`src/rtl/clk_period_measure.sv`:
```
// clk_period_measure: measures the high phase, low phase and full period of a
// slow square wave (meas_clk) in inclk cycles, with a valid strobe, a lock flag
// and a stall flag.
// Optional build macro CLK_MEAS_GLITCH_FILTER_EN: a new synchronized level must
// persist for two cycles before it is accepted as an edge.
module clk_period_measure #(
  parameter logic [31:0] TIMEOUT_CYCLES = 32'd50_000_000
) (
  input  logic        inclk,
  input  logic        Reset,
  input  logic        meas_clk,
  output logic [31:0] high_count,
  output logic [31:0] low_count,
  output logic [31:0] period_count,
  output logic        meas_valid,
  output logic        locked,
  output logic        stalled
);

  typedef enum logic [1:0] {
    WAIT_FIRST = 2'd0,
    SYNCING    = 2'd1,
    MEASURE    = 2'd2,
    STALLED    = 2'd3
  } state_t;

  state_t      state;
  state_t      state_next;

  logic        s1;
  logic        s2;
  logic        s3;
  logic        edge_acc;
  logic        edge_rise;
  logic        edge_fall;
  logic        timeout_hit;

  logic [31:0] cnt;
  logic [31:0] pend_high;
  logic        have_high;
  logic [32:0] period_sum;

  logic        cap_high;
  logic        commit;
  logic        enter_sync;
  logic        enter_stall;

  // Two-flop synchronizer plus one history flop for edge detection
  always_ff @(posedge inclk or negedge Reset) begin
    if (!Reset) begin
      s1 <= 1'b0;
      s2 <= 1'b0;
      s3 <= 1'b0;
    end else begin
      s1 <= meas_clk;
      s2 <= s1;
      s3 <= s2;
    end
  end

`ifdef CLK_MEAS_GLITCH_FILTER_EN
  logic lvl;

  // Accepted level: only changes once s2 and s3 agree on a new value
  always_ff @(posedge inclk or negedge Reset) begin
    if (!Reset) begin
      lvl <= 1'b0;
    end else if (edge_acc) begin
      lvl <= s3;
    end
  end

  assign edge_acc  = (s2 == s3) && (s3 != lvl);
  assign edge_rise = edge_acc && s3;
`else
  assign edge_acc  = s2 ^ s3;
  assign edge_rise = edge_acc && s2;
`endif

  assign edge_fall   = edge_acc && !edge_rise;
  // An edge on the compare cycle restarts the count, so it takes priority
  assign timeout_hit = (cnt == TIMEOUT_CYCLES) && !edge_acc;
  assign period_sum  = {1'b0, pend_high} + {1'b0, cnt};
  assign stalled     = (state == STALLED);

  // State register
  always_ff @(posedge inclk or negedge Reset) begin
    if (!Reset) begin
      state <= WAIT_FIRST;
    end else begin
      state <= state_next;
    end
  end

  // Next state and per-cycle control strobes
  always_comb begin
    state_next  = state;
    cap_high    = 1'b0;
    commit      = 1'b0;
    enter_sync  = 1'b0;
    enter_stall = 1'b0;
    case (state)
      WAIT_FIRST: begin
        if (edge_acc) begin
          state_next = SYNCING;
          enter_sync = 1'b1;
        end else if (timeout_hit) begin
          state_next  = STALLED;
          enter_stall = 1'b1;
        end
      end
      SYNCING: begin
        if (edge_fall) begin
          cap_high = 1'b1;
        end else if (edge_rise && have_high) begin
          commit     = 1'b1;
          state_next = MEASURE;
        end else if (timeout_hit) begin
          state_next  = STALLED;
          enter_stall = 1'b1;
        end
      end
      MEASURE: begin
        if (edge_fall) begin
          cap_high = 1'b1;
        end else if (edge_rise) begin
          commit = 1'b1;
        end else if (timeout_hit) begin
          state_next  = STALLED;
          enter_stall = 1'b1;
        end
      end
      STALLED: begin
        if (edge_acc) begin
          state_next = SYNCING;
          enter_sync = 1'b1;
        end
      end
      default: begin
        state_next = WAIT_FIRST;
      end
    endcase
  end

  // Saturating phase counter and pending high-phase capture
  always_ff @(posedge inclk or negedge Reset) begin
    if (!Reset) begin
      cnt       <= '0;
      pend_high <= '0;
      have_high <= 1'b0;
    end else begin
      if (edge_acc) begin
        cnt <= 32'd1;
      end else if (cnt != '1) begin
        cnt <= cnt + 32'd1;
      end
      if (cap_high) begin
        pend_high <= cnt;
      end
      if (enter_sync) begin
        have_high <= 1'b0;
      end else if (cap_high) begin
        have_high <= 1'b1;
      end
    end
  end

  // Result registers, valid strobe and lock flag
  always_ff @(posedge inclk or negedge Reset) begin
    if (!Reset) begin
      high_count   <= '0;
      low_count    <= '0;
      period_count <= '0;
      meas_valid   <= 1'b0;
      locked       <= 1'b0;
    end else begin
      meas_valid <= commit;
      if (commit) begin
        high_count   <= pend_high;
        low_count    <= cnt;
        period_count <= period_sum[32] ? '1 : period_sum[31:0];
        locked       <= (pend_high == high_count) && (cnt == low_count);
      end else if (enter_stall) begin
        locked <= 1'b0;
      end
    end
  end

endmodule

```
`config.mk`:
```
export PLATFORM = sky130hd
export DESIGN_NAME = clk_period_measure
export DESIGN_NICKNAME = d
export VERILOG_FILES = /design/src/rtl/clk_period_measure.sv
export SDC_FILE = /design/constraint.sdc
export NUM_CORES = 1
export LEC_CHECK = 0
export CORE_MARGIN = 5
export CORE_UTILIZATION = 42
export DETAILED_ROUTE_END_ITERATION = 7
export PLACE_DENSITY = 0.65
export SYNTH_ARGS = -nofsm -noshare
export SYNTH_HDL_FRONTEND = slang
export SYNTH_SLANG_ARGS = --single-unit
```
`constraint.sdc`:
```
create_clock -name inclk -period 3.7 [get_ports inclk]
set_input_delay 1.11 -clock inclk [delete_from_list [all_inputs] [get_ports inclk]]
set_output_delay 1.11 -clock inclk [all_outputs]
set_load 0.05 [all_outputs]
```
# Word level (Yosys, flattened, before mapping)
# Index checks and enable logic that the tools add are counted.
[word_totals] output_inout_bits=99 regBits=168
[classes] muxes=31 reduce_logical=14 add_sub_neg=2 n_bitwise=1 eq_ne=11
[op_table] op="32-bit two-way mux" n=3
[op_table] op="32-bit equality test" n=2
[op_table] op="32-bit by 32-bit adder with 33-bit output" n=1
[op_table] op="32-bit by 1-bit adder with 32-bit output (second input constant)" n=1
[op_table] op="32-bit by 26-bit equality test with 1-bit output (second input constant)" n=1
[op_table] op="32-bit inequality test (second input constant)" n=1
[op_table] op="1-bit two-way mux" n=18
[op_table] op="2-bit two-way mux" n=7
[op_table] op="2-bit case mux with 4 select lines" n=1
[op_table] op="2-bit inequality test (second input constant)" n=3
[op_table] op="2-bit nonzero test" n=3
[op_table] op="1-bit logical AND" n=5
[op_table] op="2-bit equality test (second input constant)" n=2
[op_table] op="4-bit AND reduction" n=1
[op_table] op="2-bit OR reduction" n=2
[op_table] op="1-bit case mux with 3 select lines" n=1
[op_table] op="2-bit by 1-bit equality test with 1-bit output (second input constant)" n=1
[op_table] op="1-bit logical NOT" n=2
[op_table] op="2-bit logical NOT" n=1
[op_table] op="2-bit by 1-bit inequality test with 1-bit output (second input constant)" n=1
[op_table] op="1-bit case mux with 2 select lines" n=1
[op_table] op="1-bit bitwise XOR" n=1

# Logic depth before layout (Yosys ltp)
[logic_depth] depth_word=9 ltp_mapped=11

# Worst setup path after synthesis
# Ideal clock, no wire load.
[synth_path] path_kind="register to register" startpoint="register cnt[0]" endpoint="register period_count[23]" stages_incl_launch_ff=12 n_path_buf=1 synth_period_minus_slack_ps=3014 required_time_ps=3574 setup_slack_ps=686 arrival_ps=2888 setup_ps=126 path_cell_list="dfrtp_1 ha_1 fa_1 a211oi_1 o211ai_1 nand3_1 o31ai_1 a21oi_2 o21ai_1 a211o_1 buf_2 o32a_1"
[synth_between] elab_chain_cells=2
[synth_lines] element="from (decl)" line_no="38" rtl="logic [31:0] cnt;"
[synth_lines] element="from (signal assigned)" line_no="155" rtl="cnt <= cnt + 32'd1;"
[synth_lines] element="32-bit by 32-bit adder with 33-bit output" line_no="83" rtl="assign period_sum = {1'b0, pend_high} + {1'b0, cnt};"
[synth_lines] element="32-bit two-way mux" line_no="181" rtl="period_count <= period_sum[32] ? '1 : period_sum[31:0];"
[synth_lines] element="to (signal assigned)" line_no="181"
[synth_lines] element="to (decl)" line_no="14" rtl="output logic [31:0] period_count,"
# Every way passes these cells.
# A chain may end at the register's enable or synchronous reset.

# Final worst setup path
[layout_path] startpoint="register cnt[0]" endpoint="register period_count[26]"
# The elaborated chain is that of the path after synthesis.

==> results.tsv <==
metric	value	unit
drt_iter0_drc	579	
htreeDepth	4	
cts_tree	yes	
cts_sinks	168	
hold_violations	0	
gr-total-overflow	0	
clock_skew	0.0124	ns
synth_commonest_cells	nand2_1 (232), dfrtp_1 (168), xnor2_1 (83), nor2_1 (77), a21oi_1 (55)	
synth-seq-area-share	0.455	
tns	0	ns
vias	7504	
hp-class	register to register	
dp_hpwl	18700	um
synthFlopType	dfrtp_1	
finalSetupViolations	0	
postCtsSetupRepairBufs	0	
die_h	158	um
dpl-instance-area	10600	um^2
synth_edf_count	0	
ys_top_cells_by_area	dfrtp_1 (45%), nand2_1 (9.4%), xnor2_1 (7.9%), ha_1 (5.4%), mux2_2 (3.5%)	
cts_buffers	17	
synth.top_cell.area_share	0.455	
power.density	526	nW/um^2
port_buffers	101	
start_util	0.425	
grt_pass1_wl	40500	um
arrival	3.81	ns
num_rows	54	
antenna_found_initial	0	
cts-resized-gates	0	
dr.pass1.iters	5	
wl_per_cell	18.3	um
tightest_slew	0.914	ns
clock_path_buffers	2	
setup_ws	0.205	ns
p_leak	5.17	nW
fin_crit_sh	0.945	
die_area	25100	um^2
nFillCells	2004	
seqCellArea	4200	um^2
cts-hold-fix-buffers	0	
synth_nets	1047	
coreArea	21800	um^2
synth_top_area_cell	dfrtp_1	
ys_ff_latch	168	
worstSetupPathType	register to register	
design_area	11200	um^2
crit_fanout	9	
synthArstFlopShare	1.00	
viasPerCell	5.40	
layout-drive-gt1-share	0.0901	
track_usage	0.210	
max_clock_freq	286	MHz
ios	102	
detail_route.wirelength	25500	um
critPathLaunchType	register	
worst_setup_path_end_kind	register	
post-route-min-period	3.50	ns
synth_most_common_cell	nand2_1	
hold_ws	0.353	ns
status	complete, no violations	
ys_warn_count	0	
clk_latency	0.44	ns
detail-route-antenna-nets	0	
diodes	0	
gp_congestion	0.905	
avgSynthCellArea	9.22	um^2
slew_headroom	0.391	
ir_drop	0.000312	V
rsz0062_at_grt	false	
cp.required	4.02	ns
place_ws	0.214	ns
grt_pass1_vias	7307	
drc	0	
area_growth	21.0	%
cap_violations	0	
finalMaxSlewViolations	0	
multiInputGateArea	4750	um^2
grt_max_degree	73	
ys_types	61	
netlist_area	9250	um^2
fin_nets	1142	
cts.clk_slew.worst_paths	0.06	ns
cts-root-buf	clkbuf_16	
die_x	158	um
syn-instance-count	1003	
## path summary, 6_finish.rpt
check	from	cells after the start	to	slack, ns
max	cnt[0]$_DFFE_PN0P_	10	period_count[26]$_DFFE_PN0P_	0.20
min	s1$_DFF_PN0_	0	s2$_DFF_PN0_	0.35
max reg2reg	cnt[0]$_DFFE_PN0P_	10	period_count[26]$_DFFE_PN0P_	0.20
min reg2reg	s1$_DFF_PN0_	0	s2$_DFF_PN0_	0.35
max in group asynchronous	Reset	2	period_count[28]$_DFFE_PN0P_	2.22
min in group asynchronous	Reset	1	high_count[7]$_DFFE_PN0P_	0.69
## layout make-up
class / count / share of cell area
Multi-Input combinational cell: 758 / 0.424
Sequential cell: 168 / 0.376
Timing Repair Buffer: 127 / 0.109
Clock buffer: 25 / 0.0452
Tap cell: 280 / 0.0313
Inverter: 26 / 0.00872
Clock inverter: 6 / 0.00570
## critical path, cell delays in order, from the launching register on
cell,delay [ns]
dfrtp_1,0.44
ha_1,0.27
fa_1,0.43
a211oi_1,0.32
o211ai_1,0.19
nand3_1,0.23
o31ai_1,0.17
a21oi_2,0.28
o21ai_1,0.15
a211o_1,0.50
o32a_1,0.41
## sequential cells by signal (all words and copies together), names as in the netlist, 2 cells and up
signal and count:
cnt 32, high_count 32, low_count 32, pend_high 32, period_count 32, state 2
## metrics by stage
stage / total power (W) / std cells / util
after floorplan: 0.00352 / 1003 / -
after global placement: 0.00418 / 1359 / 0.488
after detailed placement: 0.00420 / 1359 / 0.488
after CTS: 0.00595 / 1390 / 0.514
after global routing: 0.00615 / 1390 / 0.514
final: 0.00589 / 1390 / 0.514
## routing by layer
| metal | vias to the layer above | wire length [um] | track usage |
|---|---|---|---|
| met5 | - | 0 | 0 |
| met4 | 0 | 549 | 0.0666 |
| met3 | 39 | 1500 | 0.0383 |
| met2 | 229 | 11300 | 0.317 |
| met1 | 3631 | 12100 | 0.308 |
| li1 | 3605 | - | - |
## placed cells by master, fill, tap and decap left out, drive strengths merged, types with 4 or more instances in the layout
| master | count |
|---|---|
| ha | 40 |
| a21o | 10 |
| a211oi | 5 |
| inv | 27 |
| mux2 | 29 |
| a21oi | 56 |
| nor4 | 8 |
| nand3 | 21 |
| or3 | 7 |
| nand2b | 5 |
| nand3b | 4 |
| nor3 | 9 |
| buf | 27 |
| xnor2 | 83 |
| xor2 | 29 |
| dfrtp | 168 |
| nor2 | 77 |
| and3 | 6 |
| nand4 | 30 |
| o21a | 4 |
| o22a | 9 |
| clkbuf | 25 |
| nand2 | 232 |
| clkdlybuf4s50 | 100 |
| or4 | 5 |
| o21ai | 42 |
## cell families after synthesis
| group | after synthesis | share of synthesized area |
|---|---|---|
| flip-flops | 168 | 0.455 |
| AO/OA/AOI/OAI | 158 | 0.114 |
| adder cells (fa/ha/maj) | 41 | 0.0563 |
| XOR/XNOR | 112 | 0.106 |
| AND/OR/NAND/NOR | 416 | 0.200 |
| multiplexers | 31 | 0.0375 |
| buffers and inverters | 77 | 0.0321 |
## power by group
| group | switching [W] | internal [W] | total [W] |
|---|---|---|---|
| combinational | 0.00123 | 0.000646 | 0.00188 |
| sequential | 0.000193 | 0.00207 | 0.00226 |
| clock | 0.000733 | 0.00101 | 0.00175 |
| total | 0.00216 | 0.00373 | 0.00589 |
(Power assumes the default switching activity.)
